--- src/rtl/rom_dl_arbiter.sv ---
// Shares one single-port ROM RAM between the data_io download writer and the core read port,
// and holds the core in reset until HOLD_CYCLES after a download ends. Optional checksum: ROM_DL_CHECKSUM_EN.
module rom_dl_arbiter #(
    parameter int          AW          = 16,
    parameter int unsigned ROM_SIZE    = 'hC000,
    parameter logic [7:0]  DL_INDEX    = 8'h00,
    parameter int          MEM_LAT     = 1,
    parameter int          HOLD_CYCLES = 255
) (
    input  logic          clk_sys,
    input  logic          reset_n,
    input  logic          dl_active,
    input  logic [7:0]    dl_index,
    input  logic          dl_wr,
    input  logic [AW-1:0] dl_addr,
    input  logic [7:0]    dl_data,
    input  logic          core_req,
    input  logic [AW-1:0] core_addr,
    output logic          core_ack,
    output logic [7:0]    core_rdata,
    output logic          core_reset,
    output logic [AW-1:0] mem_addr,
    output logic          mem_we,
    output logic [7:0]    mem_wdata,
    input  logic [7:0]    mem_rdata,
    output logic [15:0]   dl_sum
);

    typedef enum logic [1:0] {ST_IDLE, ST_DL, ST_HOLD, ST_RUN} state_t;

    localparam logic [AW:0] ROM_LIMIT = (AW+1)'(ROM_SIZE);
    localparam logic [15:0] HOLD_INIT = 16'(HOLD_CYCLES);
    localparam logic [1:0]  LAT_INIT  = 2'(MEM_LAT);

    state_t        state_q, state_d;
    logic [15:0]   hold_cnt_q, hold_cnt_d;
    logic          core_reset_q, core_reset_d;
    logic          busy_q, busy_d;
    logic [1:0]    lat_q, lat_d;
    logic          core_ack_q, core_ack_d;
    logic [7:0]    core_rdata_q, core_rdata_d;
    logic          mem_we_q, mem_we_d;
    logic [AW-1:0] mem_addr_q, mem_addr_d;
    logic [7:0]    mem_wdata_q, mem_wdata_d;

    logic dl_hit;
    logic wr_ok;
    logic rd_en;

    assign dl_hit = dl_active && (dl_index == DL_INDEX);
    // A byte is taken on the cycle the download starts and on the cycle dl_active drops.
    assign wr_ok  = dl_wr && (dl_index == DL_INDEX) && ({1'b0, dl_addr} < ROM_LIMIT)
                    && (dl_hit || (state_q == ST_DL));
    assign rd_en  = (state_q == ST_RUN) && !dl_hit;

    always_comb begin
        // NOTE: every signal gets its default first so no path can infer a latch.
        state_d      = state_q;
        hold_cnt_d   = hold_cnt_q;
        busy_d       = busy_q;
        lat_d        = lat_q;
        core_ack_d   = 1'b0;
        core_rdata_d = core_rdata_q;
        mem_we_d     = 1'b0;
        mem_addr_d   = mem_addr_q;
        mem_wdata_d  = mem_wdata_q;

        case (state_q)
            ST_IDLE: if (dl_hit) state_d = ST_DL;
            ST_DL: begin
                if (!dl_hit) begin
                    state_d    = ST_HOLD;
                    hold_cnt_d = HOLD_INIT;
                end
            end
            ST_HOLD: begin
                if (dl_hit)                 state_d    = ST_DL;
                else if (hold_cnt_q == '0)  state_d    = ST_RUN;
                else                        hold_cnt_d = hold_cnt_q - 16'd1;
            end
            ST_RUN:  if (dl_hit) state_d = ST_DL;
            default: state_d = ST_IDLE;
        endcase

        core_reset_d = (state_d != ST_RUN);

        if (rd_en) begin
            if (busy_q) begin
                if (lat_q == '0) begin
                    core_ack_d   = 1'b1;
                    core_rdata_d = mem_rdata;
                    busy_d       = 1'b0;
                end else begin
                    lat_d = lat_q - 2'd1;
                end
            end else if (core_req) begin
                busy_d     = 1'b1;
                lat_d      = LAT_INIT;
                mem_addr_d = core_addr;
            end
        end else begin
            // Leaving RUN (download start) silently drops any in-flight read.
            busy_d = 1'b0;
            lat_d  = '0;
        end

        if (wr_ok) begin
            mem_we_d    = 1'b1;
            mem_addr_d  = dl_addr;
            mem_wdata_d = dl_data;
        end
    end

    always_ff @(posedge clk_sys or negedge reset_n) begin
        if (!reset_n) begin
            state_q      <= ST_IDLE;
            hold_cnt_q   <= '0;
            core_reset_q <= 1'b1;
            busy_q       <= 1'b0;
            lat_q        <= '0;
            core_ack_q   <= 1'b0;
            core_rdata_q <= '0;
            mem_we_q     <= 1'b0;
            mem_addr_q   <= '0;
            mem_wdata_q  <= '0;
        end else begin
            // NOTE: non-blocking so every register samples the pre-edge value of its peers.
            state_q      <= state_d;
            hold_cnt_q   <= hold_cnt_d;
            core_reset_q <= core_reset_d;
            busy_q       <= busy_d;
            lat_q        <= lat_d;
            core_ack_q   <= core_ack_d;
            core_rdata_q <= core_rdata_d;
            mem_we_q     <= mem_we_d;
            mem_addr_q   <= mem_addr_d;
            mem_wdata_q  <= mem_wdata_d;
        end
    end

    assign core_ack   = core_ack_q;
    assign core_rdata = core_rdata_q;
    assign core_reset = core_reset_q;
    assign mem_addr   = mem_addr_q;
    assign mem_we     = mem_we_q;
    assign mem_wdata  = mem_wdata_q;

`ifdef ROM_DL_CHECKSUM_EN
    logic [15:0] sum_q, sum_d;

    always_comb begin
        sum_d = sum_q;
        if ((state_q != ST_DL) && (state_d == ST_DL)) sum_d = '0;
        if (wr_ok) sum_d = sum_d + {8'h00, dl_data};
    end

    always_ff @(posedge clk_sys or negedge reset_n) begin
        if (!reset_n) sum_q <= '0;
        else          sum_q <= sum_d;
    end

    assign dl_sum = sum_q;
`else
    assign dl_sum = 16'h0000;
`endif

endmodule
--- config.mk ---
export PLATFORM = sky130hd
export DESIGN_NAME = rom_dl_arbiter
export DESIGN_NICKNAME = d
export VERILOG_FILES = /design/src/rtl/rom_dl_arbiter.sv
export SDC_FILE = /design/constraint.sdc
export NUM_CORES = 1
export LEC_CHECK = 0
export BUFFER_PORTS_ARGS = -buffer_cell sky130_fd_sc_hd__buf_2
export CORE_MARGIN = 2
export CORE_UTILIZATION = 25
export DETAILED_ROUTE_END_ITERATION = 10
export GPL_ROUTABILITY_DRIVEN = 0
export SYNTH_ARGS = -nofsm -noshare
export SYNTH_HDL_FRONTEND = slang
export SYNTH_SLANG_ARGS = --single-unit
--- constraint.sdc ---
create_clock -name clk_sys -period 4.95 [get_ports clk_sys]
set_clock_uncertainty 0.2 [all_clocks]
set_input_delay 0.99 -clock clk_sys [delete_from_list [all_inputs] [get_ports clk_sys]]
set_output_delay 0.99 -clock clk_sys [all_outputs]
set_load 0.005 [all_outputs]
==> results of run 1 <==
-- worst paths after layout --
| path | to | slack, ns | cells after the start |
|---|---|---|---|
| hold reg to reg | mem_wdata[3] | 0.28 | 2 |
| setup / recovery | mem_addr[14] | 1.87 | 5 |
| max in group asynchronous | hold_cnt_q[9] | 3.44 | 2 |
| setup reg to reg | hold_cnt_q[6] | 2.11 | 7 |
| min in group asynchronous | mem_addr[9] | 0.63 | 2 |
| hold / removal | mem_wdata[3] | 0.28 | 2 |
-- logic make-up (layout without fill, tap and decap cells) --
| logic type | count (synthesis) | count (layout) | share of synthesized area, % |
|---|---|---|---|
| flops | 56 | 56 | 48.07 |
| xor+xnor | 6 | 6 | 1.801 |
| other cells | 1 | 16 | 0.1285 |
| compound gates | 46 | 46 | 10.51 |
| fa+ha+maj | 5 | 5 | 2.144 |
| simple gates | 124 | 124 | 20.24 |
| mux | 28 | 28 | 9.991 |
| buf+inv | 37 | 116 | 7.118 |
-- through the flow --
step	total power [W]	hold WS, ns	worst slack [ns]
floorplan	0.0009386	0.2697	2.230
global placement	0.001106	0.2584	1.655
detailed placement	0.001123	0.2606	1.534
CTS	0.001475	0.2789	1.844
global route	0.001564	0.2995	1.557
finish	0.001451	0.2762	1.875
-- placed cells by master, fill, tap and decap left out, types with 2 or more instances in the layout --
master / instances
nor2_1: 29
o21ai_0: 18
a311oi_1: 2
a31oi_1: 3
nor4_1: 5
and2_1: 5
nor3_1: 8
xor2_1: 5
clkbuf_16: 5
nand2_1: 48
mux2_2: 9
buf_4: 3
a41oi_1: 2
and3_1: 5
or4_4: 2
nand3_1: 3
a21oi_1: 6
a211oi_1: 3
mux2i_1: 19
nand3b_1: 2
o2111ai_1: 4
buf_2: 95
nand2b_1: 3
inv_1: 9
conb_1: 16
nand4_1: 3
ha_1: 5
or3_1: 5
or4_1: 2
dfrtp_1: 55
-- critical path: cells and delay by family --
kind                   cells  cell delay [ns]
AOI/OAI and AO/OA          2             1.03
and+or+nand+nor            2             0.89
buffers and inverters      1             0.09
-- report_power, final --
part,switching [W],internal (W),total [W]
combinational,0.000207,0.000200,0.000407
sequential,0.0000997,0.000599,0.000699
clock,0.000156,0.000189,0.000345
total,0.000463,0.000988,0.00145
-- sequential cells by signal, summed over array words and instances, names as in the netlist --
register / cells
mem_addr: 16
state_q: 2
core_reset: 1
mem_we: 1
lat_q: 2
core_ack: 1
busy_q: 1
hold_cnt_q: 16
mem_wdata: 8
core_rdata: 8
-- final cells by class --
cell class	instances	area, µm²	share of cell area, %
clock buffers	6	128.9	3.554
flip-flops and latches	56	1403	38.68
inverters	10	37.54	1.035
well taps	143	178.9	4.934
multi-input cells	225	1364	37.61
repair buffers	98	498.0	13.73
clock inverters	2	16.27	0.4486
-- metal layers --
layer	GRT usage [%]	vias up	wire, µm
li1	-	1211	-
met1	12.04	1184	2660
met2	19.68	80	3264
met3	2.916	4	500
met4	2.927	0	48
met5	0	-	0
==> qor.yml, run 1 <==
yosysUniqueCellTypes: 46
crit_start: "dl_index[1]"
path_cells: "buf_2, nor4_1, and3_1, o41a_1, o21ai_0"
dp_hpwl_mm: 4.900
worstMarginPinSlew_ns: 0.9299
syn2layout_area_growth_pct: 24.27
clock_path_buffers: 2
ys_seq_elements: 56
power_density_mw_per_mm2: 400.1
fp.dieW_um: 112.0
first_global_vias: 2541
drt_pre_antenna_iters: 4
insertion_delay_ns: 0.29
start_kind: "input pin"
synthArstFlopShare_pct: 100.0
post-route-period-util_pct: 62.12
slew-limit-headroom_pct: 38.01
syn_avg_cell_area_um2: 9.630
final_cells: 540
r2r_start: "state_q[0]"
postLayoutCoreUtil_pct: 31.76
grt_pass1_wl_mm: 11.23
grt_start_max_net_pins: 57
synth_area_leaders: "dfrtp_1 47%, mux2i_1 6.5%, nand2_1 6.2%"
postCtsResizedCells: 0
grt.total_usage_pct: 10.63
synthMostInstantiatedCell: "dfrtp_1"
nFillCells: 1166
n_antenna_cell: 0
tns_ns: 0
cp.arrival_ns: 3.00
drcViolationCount: 0
p_leak_nw: 1.870
synth_top_area_share_pct: 47.17
max_freq_mhz: 325.2
port_buffers: 95
syn_area_mm2: 0.002918
status: "completed"
worstHoldStart: "mem_wdata[3]"
wl_mm: 6.474
vias_per_cell: 4.591
post_cts_buffers: 0
cts_buffers: 5
post_drt_wl_per_cell_um: 11.99
ant_nets: 0
start_util_pct: 25.55
die-area_mm2: 0.01255
antenna_found_initial: 0
synth_seq_area_share_pct: 48.07
io_pins: 112
h-tree-depth: 2
netlist_instances: 303
holdBufCountCts: 0
yosysWarnings: 0
synth_commonest_cells: "55 x dfrtp_1, 48 x nand2_1, 29 x nor2_1, 19 x mux2i_1, 18 x o21ai_0"
fin_crit_ns: 3.075
finalSetupViolCount: 0
cp.required_ns: 4.88
die_h_um: 112.0
cts_sinks: 56
synth_flop_cell: "dfrtp_1"
critPathMaxStageDelay_ns: 0.80
synth_edf_count: 0
clockRootBuffer: "clkbuf_16"
nets: 462
crit_type: "input pin to flop"
place_area_mm2: 0.003481
vias: 2479
yosys.area.top_type: "dfrtp_1"
grt_remaining_overflow: 0
irDropWorstVdd_mv: 0.1527
placed_cells: 532
drt-initial-drc-count: 147
maxCapViolCount: 0
cts_tree: "yes"
cp_slowest_cell: "o41a_1"
core_area_mm2: 0.01142
clkSlewWorstSetupHoldPaths_ns: 0.07
cp_max_fo: 32
min_path_type: "flop to flop"
end_kind: "flop"
num_rows: 39
maxSlewViolCount: 0
rsz0062_at_grt: "no"
hold_viol_final: 0
stdcell_area_mm2: 0.003626
drive_above_1_share_pct: 30.23
(Power assumes the default switching activity.)
==> run 2: changes to the inputs <==
==> constraint.sdc (replaced) <==
create_clock -name clk_sys -period 2.7 [get_ports clk_sys]
set_clock_uncertainty 0.2 [all_clocks]
set_input_delay 0.54 -clock clk_sys [delete_from_list [all_inputs] [get_ports clk_sys]]
set_output_delay 0.54 -clock clk_sys [all_outputs]
set_load 0.005 [all_outputs]
==> qor.yml, run 2 (same netlist as run 1, synthesis figures left out) <==
start_kind: "flop"  # was input pin
regArea_mm2: 0.001403  # unchanged
vias: 2518  # was 2,479
n_antenna_cell: 0  # unchanged
power_w: 0.002880  # was 0.001451 W
nFillCells: 1150  # was 1,166
grt.total_usage_pct: 10.62  # was 10.63%
rsz0062_at_grt: "no"  # unchanged
start_util_pct: 25.55  # unchanged
port_buffers: 95  # unchanged
cts_sinks: 56  # unchanged
vias_per_cell: 4.553  # was 4.591
multi_input_area_mm2: 0.001368  # was 0.001364 mm²
mostFrequentLayoutCells: "95 x buf_2, 55 x dfrtp_1, 48 x nand2_1, 29 x nor2_1, 19 x mux2i_1"  # unchanged
cp.arrival_ns: 2.63  # was 3.00 ns
post-route-period-util_pct: 96.74
cts_tree: "yes"  # unchanged
core_area_mm2: 0.01142  # unchanged
grt_start_max_net_pins: 57  # unchanged
clock_path_buffers: 2  # unchanged
antenna_found_initial: 0  # unchanged
hold_viol_final: 0  # unchanged
io_pins: 112  # unchanged
stdcell_area_mm2: 0.003787  # was 0.003626 mm²
max_freq_mhz: 382.8
drive_above_1_share_pct: 32.93  # was 30.23%
grt_pass1_wl_mm: 11.10  # was 11.23 mm
critical_path.most_common_cell: "or4_4"
maxCapViolCount: 0  # unchanged
cpLargestDelayFamily: "simple AND/OR/NAND/NOR gates"  # was compound AO/OA/AOI/OAI gates
whs_ns: 0.1939  # was 0.2762 ns
slew-limit-headroom_pct: 51.75  # was 38.01%
min_path_type: "input pin to asynchronous set/reset pin"  # was flop to flop
fin_crit_ns: 2.612
wl_mm: 6.594  # was 6.474 mm
die_h_um: 112.0  # unchanged
crit_start: "hold_cnt_q[7]"  # was dl_index[1]
fp.dieW_um: 112.0  # unchanged
status: "completed"  # unchanged
critPathMaxStageDelay_ns: 0.55  # was 0.80 ns
cts_buffers: 5  # unchanged
drcViolationCount: 0  # unchanged
post_drt_wl_per_cell_um: 11.92  # was 11.99 µm
clockRootBuffer: "clkbuf_16"  # unchanged
post_cts_buffers: 0  # unchanged
num_rows: 39  # unchanged
r2r_start: "hold_cnt_q[7]"  # was state_q[0]
place_area_mm2: 0.003598  # was 0.003481 mm²
path_cells: "or4_4, or3_4, or4_4, or4_1, a21oi_2"  # was buf_2, nor4_1, and3_1, o41a_1, o21ai_0
crit_type: "flop to flop"  # was input pin to flop
rrSetupSlack_ns: 0.09  # was 2.11 ns
h-tree-depth: 2  # unchanged
final_common_cell: "buf_2"  # unchanged
dp_hpwl_mm: 5.061  # was 4.900 mm
first_global_vias: 2396  # was 2,541
syn2layout_area_growth_pct: 29.80  # was 24.27%
cp_slowest_cell: "or4_4"  # was o41a_1
critPathCapture: "hold_cnt_q[15]"  # was mem_addr[14]
power_density_mw_per_mm2: 760.5  # was 400.1 mW/mm²
grt_remaining_overflow: 0  # unchanged
cp_max_fo: 7  # was 32
die-area_mm2: 0.01255  # unchanged
crit_cells: 5  # unchanged
p_leak_nw: 1.968  # was 1.870 nW
nets: 476  # was 462
drt-initial-drc-count: 144  # was 147
insertion_delay_ns: 0.29  # about the same
irDropWorstVdd_mv: 0.4045  # was 0.1527 mV
finalSetupViolCount: 0  # unchanged
tns_ns: 0  # unchanged
r2r_cells: 5  # was 7
clkSlewWorstSetupHoldPaths_ns: 0.07  # about the same
ant_nets: 0  # unchanged
cp.required_ns: 2.72  # was 4.88 ns
maxSlewViolCount: 0  # unchanged
end_kind: "flop"  # unchanged
worstMarginPinSlew_ns: 0.7210  # was 0.9299 ns
drt_pre_antenna_iters: 4  # unchanged
r2r-end: "hold_cnt_q[15]"  # was hold_cnt_q[6]
path_buf_inv: 0  # was 1
==> run 2: cell count changes in the layout (fill, tap and decap cells not counted), sizes merged <==
cell	before	now
buf	98	112
clkinvlp	1	0
clkinv	2	1
bufinv	0	2
clkbuf	6	5
==> run 2: layout make-up <==
class                           count  share of cell area, %
Timing Repair Buffer              112                  16.25
Sequential cell                    56                  37.03
Clock inverter                      2                  1.586
Clock buffer                        5                  3.304
Multi-Input combinational cell    225                  36.11
Tap cell                          143                  4.724
Inverter                           10                 0.9911
==> run 2: power breakdown <==
part	switching, W	internal [W]
clock	0.000274	0.000526
combinational	0.000399	0.000407
sequential	0.000176	0.00110
==> run 2: repair_timing <==
item / 4_1_cts / 5_1_grt
resized for setup: 0 / 1
setup endpoints to repair: 0 / 1
hold buffers: 0 / 0
==> run 2: per-stage QoR <==
stage | worst slack (ns) | utilization (%) | cells
2_1_floorplan | 0.1124 | - | 318
3_3_place_gp | 0.1333 | 31.51 | 546
3_5_place_dp | 0.09216 | 31.51 | 546
4_1_cts | 0.09405 | 33.14 | 553
5_1_grt | 0.004932 | 33.17 | 553
6_report | 0.08791 | 33.17 | 553
==> run 2: per-layer routing <==
layer	share of wire [%]	routed length (µm)	up-vias	track usage, %
met5	0	0	-	0
met4	1.2	76	0	2.683
met3	7.7	510	7	2.916
met2	47	3119	92	18.38
met1	44	2887	1183	13.20
li1	-	-	1236	-
==> run 2: how the worst min path moves through the flow <==
stage | from | end | slack [ns] | cells after the start
after CTS | reset_n | mem_addr[8] | 0.21 | 2
after detailed placement | mem_wdata[5] | mem_wdata[5] | 0.26 | 2
final | reset_n | mem_addr[8] | 0.19 | 2
after floorplan | reset_n | busy_q | 0.04 | 0
after global placement | mem_wdata[6] | mem_wdata[6] | 0.25 | 2
after global routing | reset_n | mem_addr[8] | 0.25 | 2
==> run 2: worst register-to-register path, delay by kind of cell (launching register included) <==
family | cells | cell delay, ns
AO/OA/AOI/OAI | 1 | 0.14
flip-flops | 1 | 0.38
AND/OR/NAND/NOR | 4 | 1.84
==> run 3: changes to the inputs <==
--- a/config.mk
+++ b/config.mk
@@ -7,7 +7,7 @@
 export LEC_CHECK = 0
 export BUFFER_PORTS_ARGS = -buffer_cell sky130_fd_sc_hd__buf_2
 export CORE_MARGIN = 2
-export CORE_UTILIZATION = 25
+export CORE_UTILIZATION = 27
 export DETAILED_ROUTE_END_ITERATION = 10
 export GPL_ROUTABILITY_DRIVEN = 0
 export SYNTH_ARGS = -nofsm -noshare
==> qor.yml, run 3 (same netlist as run 1, synthesis figures left out) <==
post_cts_buffers: 0  # unchanged
post_drt_wl_per_cell_um: 11.80  # was 11.92 µm
maxCapViolCount: 0  # unchanged
fin_crit_ns: 2.587  # was 2.612 ns
grt.total_usage_pct: 11.52  # was 10.62%
critPathMaxStageDelay_ns: 0.54  # was 0.55 ns
maxSlewViolCount: 0  # unchanged
die_h_um: 108.0  # was 112.0 µm
num_rows: 37  # was 39
min_path_type: "input pin to asynchronous set/reset pin"  # unchanged
irDropWorstVdd_mv: 0.2155  # was 0.4045 mV
post-route-period-util_pct: 95.81  # was 96.74%
cp_slowest_cell: "or4_4"  # unchanged
drive_above_1_share_pct: 32.35  # was 32.93%
insertion_delay_ns: 0.30  # was 0.29 ns
whs_ns: 0.1487  # was 0.1939 ns
mostFrequentLayoutCells: "95 x buf_2, 55 x dfrtp_1, 48 x nand2_1, 29 x nor2_1, 19 x mux2i_1"  # unchanged
regArea_mm2: 0.001403  # unchanged
cp.arrival_ns: 2.62  # was 2.63 ns
wl_mm: 6.417  # was 6.594 mm
drt_pre_antenna_iters: 4  # unchanged
port_buffers: 95  # unchanged
power_density_mw_per_mm2: 690.6  # was 760.5 mW/mm²
postCtsResizedCells: 0  # unchanged
nFillCells: 1066  # was 1,150
fp.dieW_um: 108.0  # was 112.0 µm
max_freq_mhz: 386.6  # was 382.8 MHz
nets: 473  # was 476
clockRootBuffer: "clkbuf_8"  # was clkbuf_16
first_global_vias: 2456  # was 2,396
vias: 2496  # was 2,518
clkSlewWorstSetupHoldPaths_ns: 0.10  # was 0.07 ns
layout_setup_ws_ns: 0.1131  # was 0.08791 ns
crit_type: "flop to flop"  # unchanged
start_kind: "flop"  # unchanged
syn2layout_area_growth_pct: 25.39  # was 29.80%
rsz0062_at_grt: "no"  # unchanged
clock_path_buffers: 2  # unchanged
antenna_found_initial: 0  # unchanged
grt_remaining_overflow: 0  # unchanged
multi_input_area_mm2: 0.001364  # was 0.001368 mm²
grt_start_max_net_pins: 57  # unchanged
drcViolationCount: 0  # unchanged
worstMarginPinSlew_ns: 0.6802  # was 0.7210 ns
end_kind: "flop"  # unchanged
start_util_pct: 28.01  # was 25.55%
cts_tree: "yes"  # unchanged
ant_nets: 0  # unchanged
cp.required_ns: 2.73  # was 2.72 ns
cp_max_fo: 4  # was 7
core_area_mm2: 0.01042  # was 0.01142 mm²
slew-limit-headroom_pct: 54.49  # was 51.75%
cts_buffers: 5  # unchanged
path_cells: "or4_4, or3_4, or4_4, or4_1, a21oi_1"  # was or4_4, or3_4, or4_4, or4_1, a21oi_2
h-tree-depth: 2  # unchanged
p_leak_nw: 1.911  # was 1.968 nW
status: "completed"  # unchanged
final_common_cell: "buf_2"  # unchanged
vias_per_cell: 4.588  # was 4.553
cpLargestDelayFamily: "simple AND/OR/NAND/NOR gates"  # unchanged
crit_start: "hold_cnt_q[7]"  # unchanged
cts_sinks: 56  # unchanged
finalSetupViolCount: 0  # unchanged
grt_pass1_wl_mm: 10.94  # was 11.10 mm
die-area_mm2: 0.01165  # was 0.01255 mm²
holdBufCountCts: 0  # unchanged
drt-initial-drc-count: 173  # was 144
r2r_start: "hold_cnt_q[7]"  # unchanged
hold_viol_final: 0  # unchanged
critical_path.most_common_cell: "or4_4"  # unchanged
tns_ns: 0  # unchanged
path_buf_inv: 0  # unchanged
place_ws_ns: 0.07289  # was 0.09216 ns
n_antenna_cell: 0  # unchanged
io_pins: 112  # unchanged
dp_hpwl_mm: 4.941  # was 5.061 mm
-- run 3: cell types whose count changed in the layout (fill, tap and decap cells not counted) --
cell / delta
a21oi_1: +1
a21oi_2: -1
clkinv_4: +1
bufinv_16: -2
clkinv_2: +1
clkbuf_8: +5
inv_6: +1
buf_4: -3
clkbuf_16: -5
-- run 3: per-stage QoR --
stage | instance area, µm² | util, % | cells | power [W]
4_1_cts | 3651 | 35.05 | 543 | 0.002555
5_1_grt | 3659 | 35.12 | 544 | 0.002741
6_report | 3659 | 35.12 | 544 | 0.002527
3_5_place_dp | 3560 | 34.17 | 535 | 0.002088
2_1_floorplan | 2974 | - | 318 | 0.001721
3_3_place_gp | 3560 | 34.17 | 535 | 0.002065
-- run 3: per-layer routing --
layer | share of wire (%) | GRT usage (%)
met3 | 7.9 | 2.893
met5 | 0 | 0
met4 | 0.61 | 2.656
met1 | 42 | 13.86
met2 | 49 | 20.66
-- run 3: path summary, 6_finish.rpt --
check	endpoint	slack, ns	depth (start not counted)
min in group clk_sys	mem_wdata[1]	0.22	3
min	mem_addr[8]	0.15	2
max in group asynchronous	state_q[0]	1.70	2
min reg2reg	mem_wdata[7]	0.28	2
max reg2reg	hold_cnt_q[15]	0.11	5
max	hold_cnt_q[15]	0.11	5
-- run 3: report_power, final --
group / internal [W] / switching [W] / leakage (nW)
Sequential: 0.00110 / 0.000173 / 0.702
Clock: 0.000186 / 0.000272 / 0.0485
Combinational: 0.000402 / 0.000397 / 1.16
-- run 3: area by class of cell --
class                   count  share of cell area (%)
clock inverters             3                  0.6156
well taps                 136                   4.651
inverters                  10                   1.026
repair buffers            109                   16.21
flip-flops and latches     56                   38.34
multi-input cells         225                   37.28
clock buffers               5                   1.881
